[config.mk]
export PLATFORM = sky130hd
export DESIGN_NAME = cgra_tile_config_decoder
export DESIGN_NICKNAME = d
export VERILOG_FILES = /design/src/rtl/cgra_config_pkg.sv /design/src/rtl/cgra_config_shadow_rf.sv /design/src/rtl/cgra_tile_config_decoder.sv
export SDC_FILE = /design/constraint.sdc
export NUM_CORES = 2
export LEC_CHECK = 0
export BUFFER_PORTS_ARGS = -buffer_cell sky130_fd_sc_hd__buf_4
export CAP_MARGIN = 25
export CORE_MARGIN = 3
export CORE_UTILIZATION = 30
export CTS_CLUSTER_SIZE = 10
export DETAILED_ROUTE_END_ITERATION = 16
export GPL_ROUTABILITY_DRIVEN = 0
export PLACE_DENSITY_LB_ADDON = 0.1
export SYNTH_ARGS = -nofsm -noshare
export SYNTH_HDL_FRONTEND = slang
export SYNTH_SLANG_ARGS = --single-unit
[constraint.sdc]
create_clock -name clk_in -period 5.19 [get_ports clk_in]
set_input_delay 0 -clock clk_in [delete_from_list [all_inputs] [get_ports clk_in]]
set_output_delay 0 -clock clk_in [all_outputs]
set_load 0.02 [all_outputs]
[src/rtl/cgra_config_pkg.sv]
// Shared field layout, no-op word and load FSM states
// for the CGRA tile configuration decoder.
package cgra_config_pkg;

    localparam int TILE_LSB = 0;
    localparam int TILE_W   = 16;
    localparam int FEAT_LSB = 16;
    localparam int FEAT_W   = 8;
    localparam int REG_LSB  = 24;
    localparam int REG_W    = 8;

    localparam logic [31:0] CFG_NOP = 32'h0;

    typedef enum logic [1:0] {
        S_WAIT,
        S_LOAD,
        S_DONE
    } cfg_state_e;

    // Bit order matches the bus word: reg[31:24], feat[23:16], tile[15:0]
    typedef struct packed {
        logic [REG_W-1:0]  reg_id;
        logic [FEAT_W-1:0] feat;
        logic [TILE_W-1:0] tile;
    } cfg_addr_t;

endpackage

[src/rtl/cgra_config_shadow_rf.sv]
// Shadow copy of every config register in the tile, one sync write
// port and one registered read-before-write read port.
module cgra_config_shadow_rf
    import cgra_config_pkg::*;
#(
    parameter int NUM_FEATURES = 4,
    parameter int NUM_REGS     = 8,
    parameter int DEPTH        = NUM_FEATURES * NUM_REGS,
    parameter int AW           = (DEPTH > 1) ? $clog2(DEPTH) : 1
) (
    input  logic          clk_in,
    input  logic          reset_in,
    input  logic          we_in,
    input  logic [AW-1:0] waddr_in,
    input  logic [31:0]   wdata_in,
    input  logic          re_in,
    input  logic [AW-1:0] raddr_in,
    output logic [31:0]   rdata_out
);

    logic [31:0] mem [DEPTH];

    always_ff @(posedge clk_in) begin
        if (reset_in) begin
            for (int i = 0; i < DEPTH; i++) begin
                mem[i] <= '0;
            end
            rdata_out <= '0;
        end else begin
            if (we_in) begin
                mem[waddr_in] <= wdata_in;
            end
            // Reads sample the array before this edge's write lands
            if (re_in) begin
                rdata_out <= mem[raddr_in];
            end
        end
    end

endmodule

[src/rtl/cgra_tile_config_decoder.sv]
// Tile-side receiver of the CGRA config bus: registers each word, decodes
// it into feature write strobes, keeps a shadow RF and tracks load progress.
module cgra_tile_config_decoder
    import cgra_config_pkg::*;
#(
    parameter logic [15:0] TILE_ID      = 16'h0001,
    parameter int          NUM_FEATURES = 4,
    parameter int          NUM_REGS     = 8,
    parameter int          IDLE_LIMIT   = 4
) (
    input  logic                    clk_in,
    input  logic                    reset_in,
    input  logic [31:0]             config_addr_in,
    input  logic [31:0]             config_data_in,
    input  logic                    read_req_in,
    input  logic [31:0]             read_addr_in,
    output logic [NUM_FEATURES-1:0] feature_we_out,
    output logic [7:0]              feature_reg_out,
    output logic [31:0]             feature_data_out,
    output logic                    read_valid_out,
    output logic [31:0]             read_data_out,
    output logic                    read_err_out,
    output logic                    config_done_out,
    output logic [15:0]             write_count_out
);

    localparam int DEPTH = NUM_FEATURES * NUM_REGS;
    localparam int AW    = (DEPTH > 1) ? $clog2(DEPTH) : 1;

    localparam logic [7:0]  NF_L   = 8'(NUM_FEATURES);
    localparam logic [7:0]  NR_L   = 8'(NUM_REGS);
    localparam logic [15:0] IDLE_L = 16'(IDLE_LIMIT);

    function automatic logic addr_hit(cfg_addr_t a);
        return (a.tile == TILE_ID) && (a.feat < NF_L) && (a.reg_id < NR_L);
    endfunction

    function automatic logic [AW-1:0] rf_index(cfg_addr_t a);
        logic [31:0] i;
        i = 32'(a.feat) * 32'(NUM_REGS) + 32'(a.reg_id);
        return i[AW-1:0];
    endfunction

    cfg_addr_t   s1_addr;
    cfg_addr_t   s1_raddr;
    logic [31:0] s1_data;
    logic        s1_rreq;

    logic                    wr_hit;
    logic                    rd_hit;
    logic                    rd_ok;
    logic [NUM_FEATURES-1:0] we_next;
    logic [31:0]             rf_rdata;

    cfg_state_e  state;
    cfg_state_e  state_nx;
    logic [15:0] idle_cnt;
    logic [15:0] idle_nx;
    logic        busy;

    always_ff @(posedge clk_in) begin
        if (reset_in) begin
            s1_addr  <= '0;
            s1_raddr <= '0;
            s1_data  <= '0;
            s1_rreq  <= 1'b0;
        end else begin
            s1_addr  <= cfg_addr_t'(config_addr_in);
            s1_raddr <= cfg_addr_t'(read_addr_in);
            s1_data  <= config_data_in;
            s1_rreq  <= read_req_in;
        end
    end

    assign wr_hit = addr_hit(s1_addr);
    assign rd_hit = addr_hit(s1_raddr);

    always_comb begin
        we_next = '0;
        for (int f = 0; f < NUM_FEATURES; f++) begin
            we_next[f] = wr_hit && (s1_addr.feat == 8'(f));
        end
    end

    always_ff @(posedge clk_in) begin
        if (reset_in) begin
            feature_we_out   <= '0;
            feature_reg_out  <= '0;
            feature_data_out <= '0;
            write_count_out  <= '0;
            read_valid_out   <= 1'b0;
            read_err_out     <= 1'b0;
            rd_ok            <= 1'b0;
        end else begin
            feature_we_out <= we_next;
            if (wr_hit) begin
                feature_reg_out  <= s1_addr.reg_id;
                feature_data_out <= s1_data;
                if (write_count_out != 16'hFFFF) begin
                    write_count_out <= write_count_out + 16'd1;
                end
            end
            read_valid_out <= s1_rreq;
            read_err_out   <= s1_rreq && !rd_hit;
            rd_ok          <= s1_rreq && rd_hit;
        end
    end

    assign read_data_out = rd_ok ? rf_rdata : 32'h0;

    cgra_config_shadow_rf #(
        .NUM_FEATURES (NUM_FEATURES),
        .NUM_REGS     (NUM_REGS),
        .DEPTH        (DEPTH),
        .AW           (AW)
    ) u_shadow_rf (
        .clk_in    (clk_in),
        .reset_in  (reset_in),
        .we_in     (wr_hit),
        .waddr_in  (rf_index(s1_addr)),
        .wdata_in  (s1_data),
        .re_in     (s1_rreq && rd_hit),
        .raddr_in  (rf_index(s1_raddr)),
        .rdata_out (rf_rdata)
    );

    // Any non-zero word, even for another tile, means the bus is still busy
    assign busy = (s1_addr != cfg_addr_t'(CFG_NOP));

    always_ff @(posedge clk_in) begin
        if (reset_in) begin
            state    <= S_WAIT;
            idle_cnt <= '0;
        end else begin
            state    <= state_nx;
            idle_cnt <= idle_nx;
        end
    end

    always_comb begin
        state_nx = state;
        idle_nx  = idle_cnt;
        unique case (state)
            S_WAIT: begin
                if (busy) begin
                    state_nx = S_LOAD;
                    idle_nx  = '0;
                end
            end
            S_LOAD: begin
                if (busy) begin
                    idle_nx = '0;
                end else if (idle_cnt + 16'd1 >= IDLE_L) begin
                    state_nx = S_DONE;
                    idle_nx  = '0;
                end else begin
                    idle_nx = idle_cnt + 16'd1;
                end
            end
            S_DONE: begin
                if (busy) begin
                    state_nx = S_LOAD;
                    idle_nx  = '0;
                end
            end
            default: begin
                state_nx = S_WAIT;
                idle_nx  = '0;
            end
        endcase
    end

    assign config_done_out = (state == S_DONE);

endmodule

* Yosys cells after proc, flatten, opt, wreduce, memory -nomap -nowiden *
Memory sizes are Yosys's and may differ from the RTL's. A register that Yosys moved wholly into a read port is not among the register bits.
Index checks and enable logic that the tools add are counted.

storage, ports and cells
  flip-flop bits (word level) = 178
  latch bits = 0
  memory bits (writable) = 1024
  bits in read-only memories = 0
  input bits = 99
  word-level logic and storage cells = 73
  memories = 1

operators by class
  add/sub/neg operators = 4
  $mul = 0
  divide/modulo/power cells = 0
  $lt $le $gt $ge = 5
  eq/ne operators = 11
  shift operators = 0
  multiplexer cells = 17
  bitwise logic cells = 0
  reductions and logical operators = 18

memory list
  name             depth  width  rd ports  clocked after Yosys merged registers in  write ports  line                         source
  u_shadow_rf.mem  32     32     1         1                                        32           cgra_config_shadow_rf.sv:21  logic [31:0] mem [DEPTH];

operators with widths
  operator               count
  $mux 32                2
  $mux 16                3
  $add 16x1->16 const B  2
  $eq 16x1->1 const B    2
  $pmux 16 s2            1
  $reduce_bool 32->1     1
  $reduce_or 32->1       1
  $eq 8x2->1 const B     2
  $ge 16x3->1 const B    1
  $lt 8x3->1 const B     2
  $lt 8x4->1 const B     2
  $ne 16x16->1 const B   1
  $add 5x5->5            2
  $logic_and 1x1->1      10
  $eq 8x1->1 const B     1
  $logic_not 8->1        1
  $mux 1                 6
  $mux 2                 3
  $mux 5                 1
  $ne 2x2->1 const B     2
  $pmux 2 s2             1
  $reduce_and 3->1       1
  $eq 2x1->1 const B     1
  $eq 2x2->1 const B     1
  other kinds (5)        5

* Logic depth before layout (Yosys ltp) *
  word-level depth = 8
  depth in mapped cells = 8
  depth with buffers taken out = 7

* By module *
Synthesis repeated with hierarchy kept, for this count alone.

second synthesis, totals
  cells, all modules = 4116
  area, all modules = 54263.3 µm²

modules (own cells, without submodules)
  module                    times used  cells an instance  area each (µm²)  sequential area each (µm²)
  cgra_config_shadow_rf     1           3493               48089.9          31390.1
  cgra_tile_config_decoder  1           623                6173.4           3563.4

* Worst setup path after synthesis *
No wires, ideal clock.

  path kind = register to register
  from = register s1_addr[19] (netlist name)
  to = memory u_shadow_rf.mem[28][0] (enable)
  data arrival time = 2294 ps
  required time = 4815 ps
  setup slack = 2522 ps
  cell stages (with the launch flop) = 7
  buffers on the path = 0
  path through = dfxtp_1 -> or4_4 -> nor4b_4 -> nor3b_4 -> nand2_4 -> nor2_4 -> or2_2

RTL lines
  what                      line                            source
  start: declaration        cgra_tile_config_decoder.sv:44  cfg_addr_t s1_addr;
  start signal: assignment  cgra_tile_config_decoder.sv:68  s1_addr <= cfg_addr_t'(config_addr_in);
  end: declaration          cgra_config_shadow_rf.sv:21

==> results.py <==
metrics = {
    "outcome": {
        "status": "complete, no violations",
    },
    "setup_path": {
        "type_of_element_capturing_the_critical_path": "flop",
        "reg2reg_to": "u_shadow_rf.mem[9][21]",
        "setup.worst_path.start_class": "flop",
        "critical-path-top-delay-family": "buffers and inverters",
        "crit_fanout": 33,
        "reg2reg_slack_ns": 1.36,
        "path_buf_inv": 2,
        "timing.critical_path.slowest_cell_delay_ns": 0.74,
        "path_cells": "ha_1 -> xnor2_1 -> xor2_1 -> nand2_1 -> nor2_4 -> buf_4 -> or2_2 -> buf_4",
        "crit_arrival_ns": 4.22,
        "timing.critical_path.slowest_stage_cell": "xor2_1",
        "crit-reg2reg-launch": "s1_addr[16]",
        "critical-path-top-cell-by-count": "buf_4",
        "path_class": "reg2reg",
        "timing.critical_path.required_ns": 5.58,
        "cp_num_cells": 8,
        "r2r.worst_path.cells": 8,
    },
    "timing": {
        "hold_violations": 0,
        "setup_total_negative_slack_ns": 0,
        "final.min_clock_period_ns": 3.83,
        "fin_worst_skew_ns": 0.0302,
        "min_period_over_period": 0.738,
        "fmaxAchievable_mhz": 261,
        "setup_repair_after_global_routing_missed_its_margin": "no",
        "finalSetupViolCount": 0,
        "actual_transition_at_the_worst_max_transition_pin_ns": 1.03,
        "relSlewSlack": 0.310,
        "timing_max_transition_violations_final": 0,
    },
    "synthesis": {
        "syn_area_per_cell_um2": 15.4,
        "synth.top_cells.by_count": "1063 x and2_1, 1024 x edfxtp_1, 320 x mux4_2, 210 x dfxtp_1, 179 x clkbuf_1",
        "largest_family_of_logic_cells_by_synthesized_area": "simple AND/OR/NAND/NOR gates",
        "yosys.area.top_type_share": 0.574,
        "most_instantiated_library_cell_after_synthesis": "and2_1",
        "ys_dominant_reg_cell": "edfxtp_1",
        "synthArstFlopShare": 0,
        "synth.distinct_cells": 53,
        "synth_seq_area_share": 0.652,
        "number_of_enable_type_register_cells_in_the_synthesized_netlist": 1024,
        "synth.top_cells.by_area": "edfxtp_1 57%, mux4_2 13%, and2_1 12%, dfxtp_1 7.8%, clkbuf_1 1.3%",
        "synth_compound_area_frac": 0.00994,
        "mappedNetlistArea_um2": 53600,
        "ys_warn_count": 0,
        "synthesis.nets": 3594,
        "yosys.area_share.xor_xnor": 0.00390,
        "fraction_of_the_mapped_netlist_area_in_simple_logic_gates": 0.167,
        "post_synth_fa_ha_maj_area_fraction": 0.000934,
        "share_of_cell_area_taken_by_muxes_after_synthesis": 0.141,
        "synth_top_area_cell": "edfxtp_1",
        "synthesis.instances": 3491,
        "postSynthRegisterBits": 1234,
    },
    "global_route": {
        "grt_max_degree": 85,
        "grt_pass1_wl_um": 244000,
        "overflow_left_after_global_routing": 0,
        "grt.total_usage": 0.187,
        "antenna_found_initial": 24,
        "first_global_vias": 31200,
    },
    "hold_path": {
        "timing.hold.worst_endpoint": "feature_data_out[29]",
        "hold_path_class": "in2reg",
        "min_path_cells": 3,
        "hold_start": "reset_in",
    },
    "routing": {
        "postRouteAntennaNets": 0,
        "detailroute.via_count": 29600,
        "avgRoutedWirePerCell_um": 27.0,
        "drc": 0,
        "drt-total-wl_um": 171000,
        "viasPerCell": 4.68,
        "drt_pre_antenna_iters": 8,
        "detailedRoute.firstIterationViolations": 2484,
    },
    "clocking": {
        "number_of_cts_inserted_buffers": 148,
        "cts-htree-levels": 4,
        "cts_num_sinks": 1234,
        "tritoncts_clock_tree": "yes",
        "cts.clk_slew.worst_paths_ns": 0.05,
        "cts_repair_resize_count": 0,
        "cts.root.buffer_cell": "clkbuf_16",
        "clock_latency_ns": 0.78,
        "cts-root-to-sink-buffers": 3,
    },
    "finish": {
        "finalInstanceArea_um2": 64700,
        "drive_above_1_share": 0.229,
        "seq_area_um2": 35000,
        "fillerInstances": 16600,
        "final_nets": 3970,
        "finalNonFillerCells": 6331,
        "area_delta_synth_final_pct": 20.7,
        "area_of_the_multi_input_gates_um2": 17500,
    },
    "floorplan": {
        "core_region_area_um2": 177000,
        "num_io_pins": 194,
        "floorplan.die_area_um2": 184000,
        "start_util": 0.303,
        "die_h_um": 429,
        "number_of_rows_in_the_core_area": 154,
        "die_w_um": 429,
    },
    "place": {
        "detailedPlacementHpwl_um": 101000,
        "post_dp_cell_area_um2": 57900,
        "placement.io_buffers": 193,
        "place.detailed.instances": 5814,
    },
    "flow_run": {
        "maxCapViolCount": 0,
    },
    "power_and_ir_drop": {
        "cell_leakage_power_uw": 0.0235,
        "ir_drop_mv": 0.318,
        "power_dens_cells_nw_per_um2": 344,
    },
}
per-layer routing:
metal / GRT usage / routed length, µm
met5: 0 / 9
met4: 0.0452 / 3150
met3: 0.0355 / 9180
met2: 0.305 / 82500
met1: 0.256 / 76400
per-stage QoR:
| stage | hold slack [ns] | utilization | setup slack [ns] | power [µW] |
|---|---|---|---|---|
| 2_1_floorplan | 0.128 | - | 2.52 | 12000 |
| 3_3_place_gp | 0.209 | 0.327 | 1.39 | 12700 |
| 3_5_place_dp | 0.215 | 0.327 | 1.37 | 12700 |
| 4_1_cts | 0.367 | 0.366 | 1.35 | 22600 |
| 5_1_grt | 0.423 | 0.366 | 1.17 | 23100 |
| 6_report | 0.412 | 0.366 | 1.36 | 22300 |
flip-flops by register name (all words and copies together) (netlist names), 8 cells and up:
name and count:
u_shadow_rf.mem 1024, s1_raddr 32, idle_cnt 16, write_count_out 16
feature_reg_out 8, s1_addr 32, u_shadow_rf.rdata_out 32, feature_data_out 32
s1_data 32
cell type report:
type / instances / share of cell area
sequential: 1234 / 0.541
multi-input combinational: 1942 / 0.270
timing repair buffer: 538 / 0.0755
clock buffer: 237 / 0.0651
tap: 2340 / 0.0452
clock inverter: 20 / 0.00261
antenna: 17 / 0.000657
inverter: 3 / 0.000174
report_power, final:
group	leakage, µW	switching [µW]	internal, µW
registers	0.0127	221	10900
logic	0.00869	811	629
clock network	0.00212	4130	5550
repair_timing:
| action | 4_1_cts | 5_1_grt |
|---|---|---|
| hold endpoints to repair | 127 | 0 |
| hold buffers | 242 | 0 |
| buffers inserted | 0 | 0 |
cells in the final DEF, fill, tap and decap left out, drive strengths merged, types with 5 or more instances in the layout:
cell type and instances:
a211oi 32, a21oi 41, and2 1077, buf 295, clkbuf 238, clkinv 12
dfxtp 210, diode 17, dlygate4sd3 242, edfxtp 1024, inv 11, mux2i 33
mux4 320, nand2 90, nand3 19, nand4 11, nor2 89, nor2b 102
nor3 13, nor3b 5, nor4 22, or2 33, xnor2 19
how the worst max path moves through the flow:
| stage | start | end | slack (ns) |
|---|---|---|---|
| 2_1_floorplan | s1_addr[19] | u_shadow_rf.mem[28][0] | 2.52 |
| 3_3_place_gp | s1_addr[29] | u_shadow_rf.mem[30][28] | 1.39 |
| 3_5_place_dp | s1_addr[2] | u_shadow_rf.mem[28][14] | 1.37 |
| 4_1_cts | s1_addr[2] | u_shadow_rf.mem[28][24] | 1.35 |
| 5_1_grt | s1_addr[16] | u_shadow_rf.mem[4][9] | 1.17 |
| 6_report | s1_addr[16] | u_shadow_rf.mem[9][21] | 1.36 |
worst register-to-register path, stage by stage, from the launching register on:
cell	delay, ns
dfxtp_1	0.35
ha_1	0.22
xnor2_1	0.24
xor2_1	0.74
nand2_1	0.47
nor2_4	0.17
buf_4	0.47
or2_2	0.22
buf_4	0.54
logic make-up after synthesis:
kind of cell | Yosys count
AO/OA/AOI/OAI | 84
buffers and inverters | 315
flip-flops | 1234
adder cells (fa/ha/maj) | 4
multiplexers | 353
XOR/XNOR | 23
AND/OR/NAND/NOR | 1478
Power figures use the tool's default switching activity.
